==> src/rtl/regfile_req_ctrl.sv <==
// Request/response controller for the single-port byte-maskable register-file macro:
// optional zero-fill sweep after reset, then valid/ready requests with a 2-entry FWFT read buffer.
module regfile_req_ctrl #(
  parameter int unsigned BIT_WIDTH  = 128,
  parameter int unsigned WORD_DEPTH = 64,
  parameter bit          INIT_EN    = 1'b1
) (
  input  logic                          clk_i,
  input  logic                          rst_i,
  input  logic                          req_valid_i,
  output logic                          req_ready_o,
  input  logic                          req_we_i,
  input  logic [$clog2(WORD_DEPTH)-1:0] req_addr_i,
  input  logic [BIT_WIDTH/8-1:0]        req_wstrb_i,
  input  logic [BIT_WIDTH-1:0]          req_wdata_i,
  output logic                          rsp_valid_o,
  input  logic                          rsp_ready_i,
  output logic [BIT_WIDTH-1:0]          rsp_rdata_o,
  output logic                          init_done_o,
  output logic                          mem_en_o,
  output logic                          mem_wen_o,
  output logic [BIT_WIDTH/8-1:0]        mem_bm_o,
  output logic [$clog2(WORD_DEPTH)-1:0] mem_addr_o,
  output logic [BIT_WIDTH-1:0]          mem_dat_o,
  input  logic [BIT_WIDTH-1:0]          mem_dat_i
);

  localparam int unsigned AW = $clog2(WORD_DEPTH);
  localparam int unsigned SW = BIT_WIDTH / 8;

  typedef enum logic {ST_INIT, ST_RUN} state_t;

  state_t               r_state;
  logic [AW-1:0]        r_cnt;
  logic                 r_rd_inflight;
  logic [BIT_WIDTH-1:0] r_fifo [2];
  logic                 r_wptr;
  logic                 r_rptr;
  logic [1:0]           r_count;

  logic w_run;
  logic w_credit;
  logic w_fire;
  logic w_rd_fire;
  logic w_empty;
  logic w_push;
  logic w_pop;

  // A request is only accepted when the buffer can absorb every outstanding read.
  assign w_run       = (r_state == ST_RUN);
  assign w_credit    = (r_count + 2'(r_rd_inflight)) < 2'd2;
  assign req_ready_o = w_run & ~rst_i & w_credit;
  assign w_fire      = req_valid_i & req_ready_o;
  assign w_rd_fire   = w_fire & ~req_we_i;
  assign init_done_o = w_run;

  // Read data bypasses the buffer when it is empty and the consumer is ready.
  assign w_empty     = (r_count == 2'd0);
  assign w_pop       = ~w_empty & rsp_ready_i;
  assign w_push      = r_rd_inflight & ~(w_empty & rsp_ready_i);
  assign rsp_valid_o = ~rst_i & (~w_empty | r_rd_inflight);
  assign rsp_rdata_o = w_empty ? mem_dat_i : r_fifo[r_rptr];

  // Macro pin drive: zero-fill sweep in INIT, request pass-through in RUN.
  always_comb begin
    mem_en_o   = 1'b1;
    mem_wen_o  = 1'b1;
    mem_bm_o   = '1;
    mem_addr_o = '0;
    mem_dat_o  = '0;
    if (!w_run) begin
      mem_en_o   = 1'b0;
      mem_wen_o  = 1'b0;
      mem_bm_o   = '0;
      mem_addr_o = r_cnt;
    end else if (w_fire) begin
      mem_en_o   = 1'b0;
      mem_wen_o  = ~req_we_i;
      mem_addr_o = req_addr_i;
      if (req_we_i) begin
        mem_dat_o = req_wdata_i;
        mem_bm_o  = ~req_wstrb_i;
      end
    end
  end

  always_ff @(posedge clk_i) begin
    if (rst_i) begin
      r_state       <= INIT_EN ? ST_INIT : ST_RUN;
      r_cnt         <= '0;
      r_rd_inflight <= 1'b0;
      r_wptr        <= 1'b0;
      r_rptr        <= 1'b0;
      r_count       <= 2'd0;
    end else begin
      if (r_state == ST_INIT) begin
        r_cnt <= r_cnt + AW'(1);
        if (r_cnt == AW'(WORD_DEPTH - 1)) r_state <= ST_RUN;
      end
      r_rd_inflight <= w_rd_fire;
      if (w_push) r_wptr <= ~r_wptr;
      if (w_pop)  r_rptr <= ~r_rptr;
      r_count <= r_count + 2'(w_push) - 2'(w_pop);
    end
  end

  // Buffer storage carries no reset; validity is tracked by r_count.
  always_ff @(posedge clk_i) begin
    if (!rst_i && w_push) r_fifo[r_wptr] <= mem_dat_i;
  end

  a_no_overflow: assert property (@(posedge clk_i) disable iff (rst_i)
    !(w_push && (r_count == 2'd2)));

  logic [SW-1:0] w_unused_sw;
  assign w_unused_sw = '0;

endmodule
==> config.mk <==
export PLATFORM = sky130hd
export DESIGN_NAME = regfile_req_ctrl
export DESIGN_NICKNAME = d
export VERILOG_FILES = /design/src/rtl/regfile_req_ctrl.sv
export SDC_FILE = /design/constraint.sdc
export NUM_CORES = 1
export LEC_CHECK = 0
export ABC_CLOCK_PERIOD_IN_PS = 14540
export CAP_MARGIN = 15
export CORE_AREA = 2 2 220 222
export CTS_CLUSTER_DIAMETER = 50
export CTS_CLUSTER_SIZE = 10
export DETAILED_ROUTE_END_ITERATION = 16
export DIE_AREA = 0 0 222 224
export SLEW_MARGIN = 15
export SYNTH_ARGS = -nofsm -noshare
export SYNTH_HDL_FRONTEND = slang
export SYNTH_SLANG_ARGS = --single-unit
export TNS_END_PERCENT = 10
==> constraint.sdc <==
create_clock -name clk_i -period 14.54 [get_ports clk_i]
set_input_delay 1.454 -clock clk_i [delete_from_list [all_inputs] [get_ports clk_i]]
set_output_delay 1.454 -clock clk_i [all_outputs]
set_load 0.01 [all_outputs]
==> summary.md <==
| Metric | Value |
|---|---|
| Gate Count Post-Synth | `926` |
| GRT Overall Usage | `15.54%` |
| H-Tree Depth | `2` |
| Worst vdd rail ir drop | `60.51 µV` |
| Fraction of layout cells with a size suffix above 1 | `4.488%` |
| Die area | `49730 µm²` |
| Final Power | `1852 µW` |
| DR vias/cell | `4.396` |
| WL/cell | `19.28 µm` |
| Hold-fix buffers, CTS | `0` |
| First-pass GRT wire length | `58060 µm` |
| Syn Std Cell Area | `11940 µm²` |
| Critical path endpoint category | `output port` |
| Final Hold Viols | `0` |
| Rows | `80` |
| Area leader, netlist | `edfxtp_1` |
| Main synth FF type | `edfxtp_1` |
| Crit path time final | `5.911 ns` |
| Worst hold path type | `reg2reg` |
| Initial Util | `25.22%` |
| Nets | `1763` |
| Slew headroom | `32.97%` |
| Arrival time at the worst endpoint | `4.46 ns` |
| Post-Syn Area per Cell | `12.90 µm²` |
| RSZ-0062 raised after global routing | `false` |
| FILL cells | `4457` |
| Max Fclk | `0.1692 GHz` |
| Fraction of registers with async set/reset | `0%` |
| Commonest cells after routing, fill and taps aside | `565 x clkdlybuf4s50_1, 256 x edfxtp_1, 131 x nand2_1, 131 x o21ai_0, 129 x mux2i_1` |
| Clk root buf | `clkbuf_16` |
| # IOs | `566` |
| Register area share after synthesis | `66.55%` |
| Kind of critical path | `in2out` |
| Clock Latency Late Sink | `0.52 ns` |
| Fin. max-slew vios | `0` |
| Syn nets | `1211` |
| Total power divided by cell area | `95.83 nW/µm²` |
| Drt pass-1 iters | `5` |
| CTS resizes | `0` |
| Commonest non-fill, non-tap cell in the layout | `clkdlybuf4s50_1` |
| Total negative slack | `0 ns` |
| Hold_ws | `0.5057 ns` |
| Status | `finished, final reports clean` |
| Area fraction of the dominant cell type after synthesis | `64.37%` |
| Die width | `222 µm` |
| Area of the core | `47350 µm²` |
| Port Buf Inserts | `565` |
| Routability Congestion | `0.8770` |
| Max_cap viols | `0` |
| Routed Antenna Nets | `0` |
| Initial antenna violation count | `12` |
| Cell variety after synth | `34` |
| Period utilisation layout | `40.65%` |
| Critical Path Source Type | `input port` |
| Post-CTS Setup Inserts | `0` |
| CTS Buffer Depth | `3` |
| Die Ht | `224 µm` |
| Dpl hpwl | `29740 µm` |
| CP max FO | `129` |
| Ys Warns | `0` |
| DR DRC count | `0` |
| Largest net degree at the start of global routing | `130` |
| Reg2reg start | `r_count[1]` |
| Gr ovfl total | `0` |
| Final wirelength | `40750 µm` |
| Ranking of synthesized cells by area | `edfxtp_1 64%, mux2i_1 11%, and2_1 6.7%, o21ai_0 5.5%, nand2_1 4.1%` |
| Flops & latches, synth | `269` |
| Layout overhead on the synthesized area | `61.81%` |
| Number of synthesized flops with an enable pin | `256` |
| Clk sink count | `269` |
| Hold Crit Start | `r_rptr` |
| WP data required | `13.09 ns` |
| Clk_skew | `0.02104 ns` |
| Worst Setup SP | `rst_i` |
| Final setup viols | `0` |
| Detailed-route via count | `9294` |
| Total CTS buffers | `37` |
| Vias in the first global route | `9288` |
| 1st-iter DRT viols | `434` |
| CTS tree | `done` |
| Slew @ Worst Pin | `1.003 ns` |
| Worst-path clk slew | `0.05 ns` |
| Cell leakage power | `0.006621 µW` |
through the flow:
step	utilization, %	cells	setup WS, ns	cell area, µm²
2_1_floorplan	-	926	2.760	11940
3_3_place_gp	38.43	2054	8.772	18200
3_5_place_dp	38.43	2054	8.681	18200
4_1_cts	40.78	2108	8.542	19310
5_1_grt	40.82	2114	8.255	19320
6_report	40.82	2114	8.629	19320
per-layer routing:
layer  track usage, %  vias to the layer above  part of all wire, %
li1                 -                     4442                    -
met1            17.81                     4381                   39
met2            26.47                      398                   50
met3            5.719                       65                  8.8
met4            5.885                        8                  2.6
met5                0                        -                 0.12
cells by family (layout without fill, tap and decap cells):
| group | Yosys count | after routing | share of synthesized area, % |
|---|---|---|---|
| fa+ha+maj | 2 | 2 | 0.2095 |
| compound gates | 162 | 162 | 7.166 |
| simple gates | 291 | 291 | 12.28 |
| buf+inv | 66 | 633 | 2.431 |
| mux | 131 | 131 | 11.00 |
| flops | 269 | 269 | 66.55 |
| xor+xnor | 5 | 5 | 0.3667 |
| other cells | 0 | 6 | 0 |
power breakdown:
| part | switching, µW | total, µW | internal (µW) |
|---|---|---|---|
| Clock | 317 | 830 | 513 |
| Sequential | 1.03 | 850 | 849 |
| Combinational | 62.6 | 172 | 110 |
synth_stat cells, types with 3 or more instances:
master    number
a21oi_1       20
a22o_1         6
and2_1       128
buf_1          3
buf_2         20
clkbuf_1      27
clkbuf_2      11
dfxtp_1       13
edfxtp_1     256
inv_1          3
mux2i_1      129
nand2_1      131
nand4b_1       3
nor2_1        15
nor2b_1        4
o21ai_0      131
xor2_1         4
cell type report:
class / instances / area (µm²) / area share, %
tap: 615 / 769.5 / 3.982
multi-input combinational: 591 / 3730 / 19.30
sequential: 269 / 7951 / 41.15
timing repair buffer: 575 / 5731 / 29.65
antenna: 6 / 15.01 / 0.07769
clock buffer: 43 / 979.7 / 5.070
clock inverter: 11 / 133.9 / 0.6928
inverter: 4 / 15.01 / 0.07769
worst max-delay path, cell delays in order:
cell,delay [ns]
clkdlybuf4s50_1,0.43
buf_4,0.22
nand4b_1,0.37
a211oi_4,0.32
buf_4,0.66
and2_1,0.24
clkdlybuf4s50_1,0.63
registers in the layout, summed over array words and instances, names as in the netlist, named ones only:
signal         cells
r_wptr             1
r_cnt              6
init_done_o        1
r_rd_inflight      1
r_count            2
r_rptr             1
r_fifo           256
path summary, 6_finish.rpt:
kind | depth (start not counted) | endpoint | slack, ns
min | 2 | r_rptr | 0.51
max reg2reg | 5 | r_fifo[1][25] | 11.16
min reg2reg | 2 | r_rptr | 0.51
max | 7 | mem_dat_o[104] | 8.63
No activity file was read; power rests on OpenSTA's default activity.
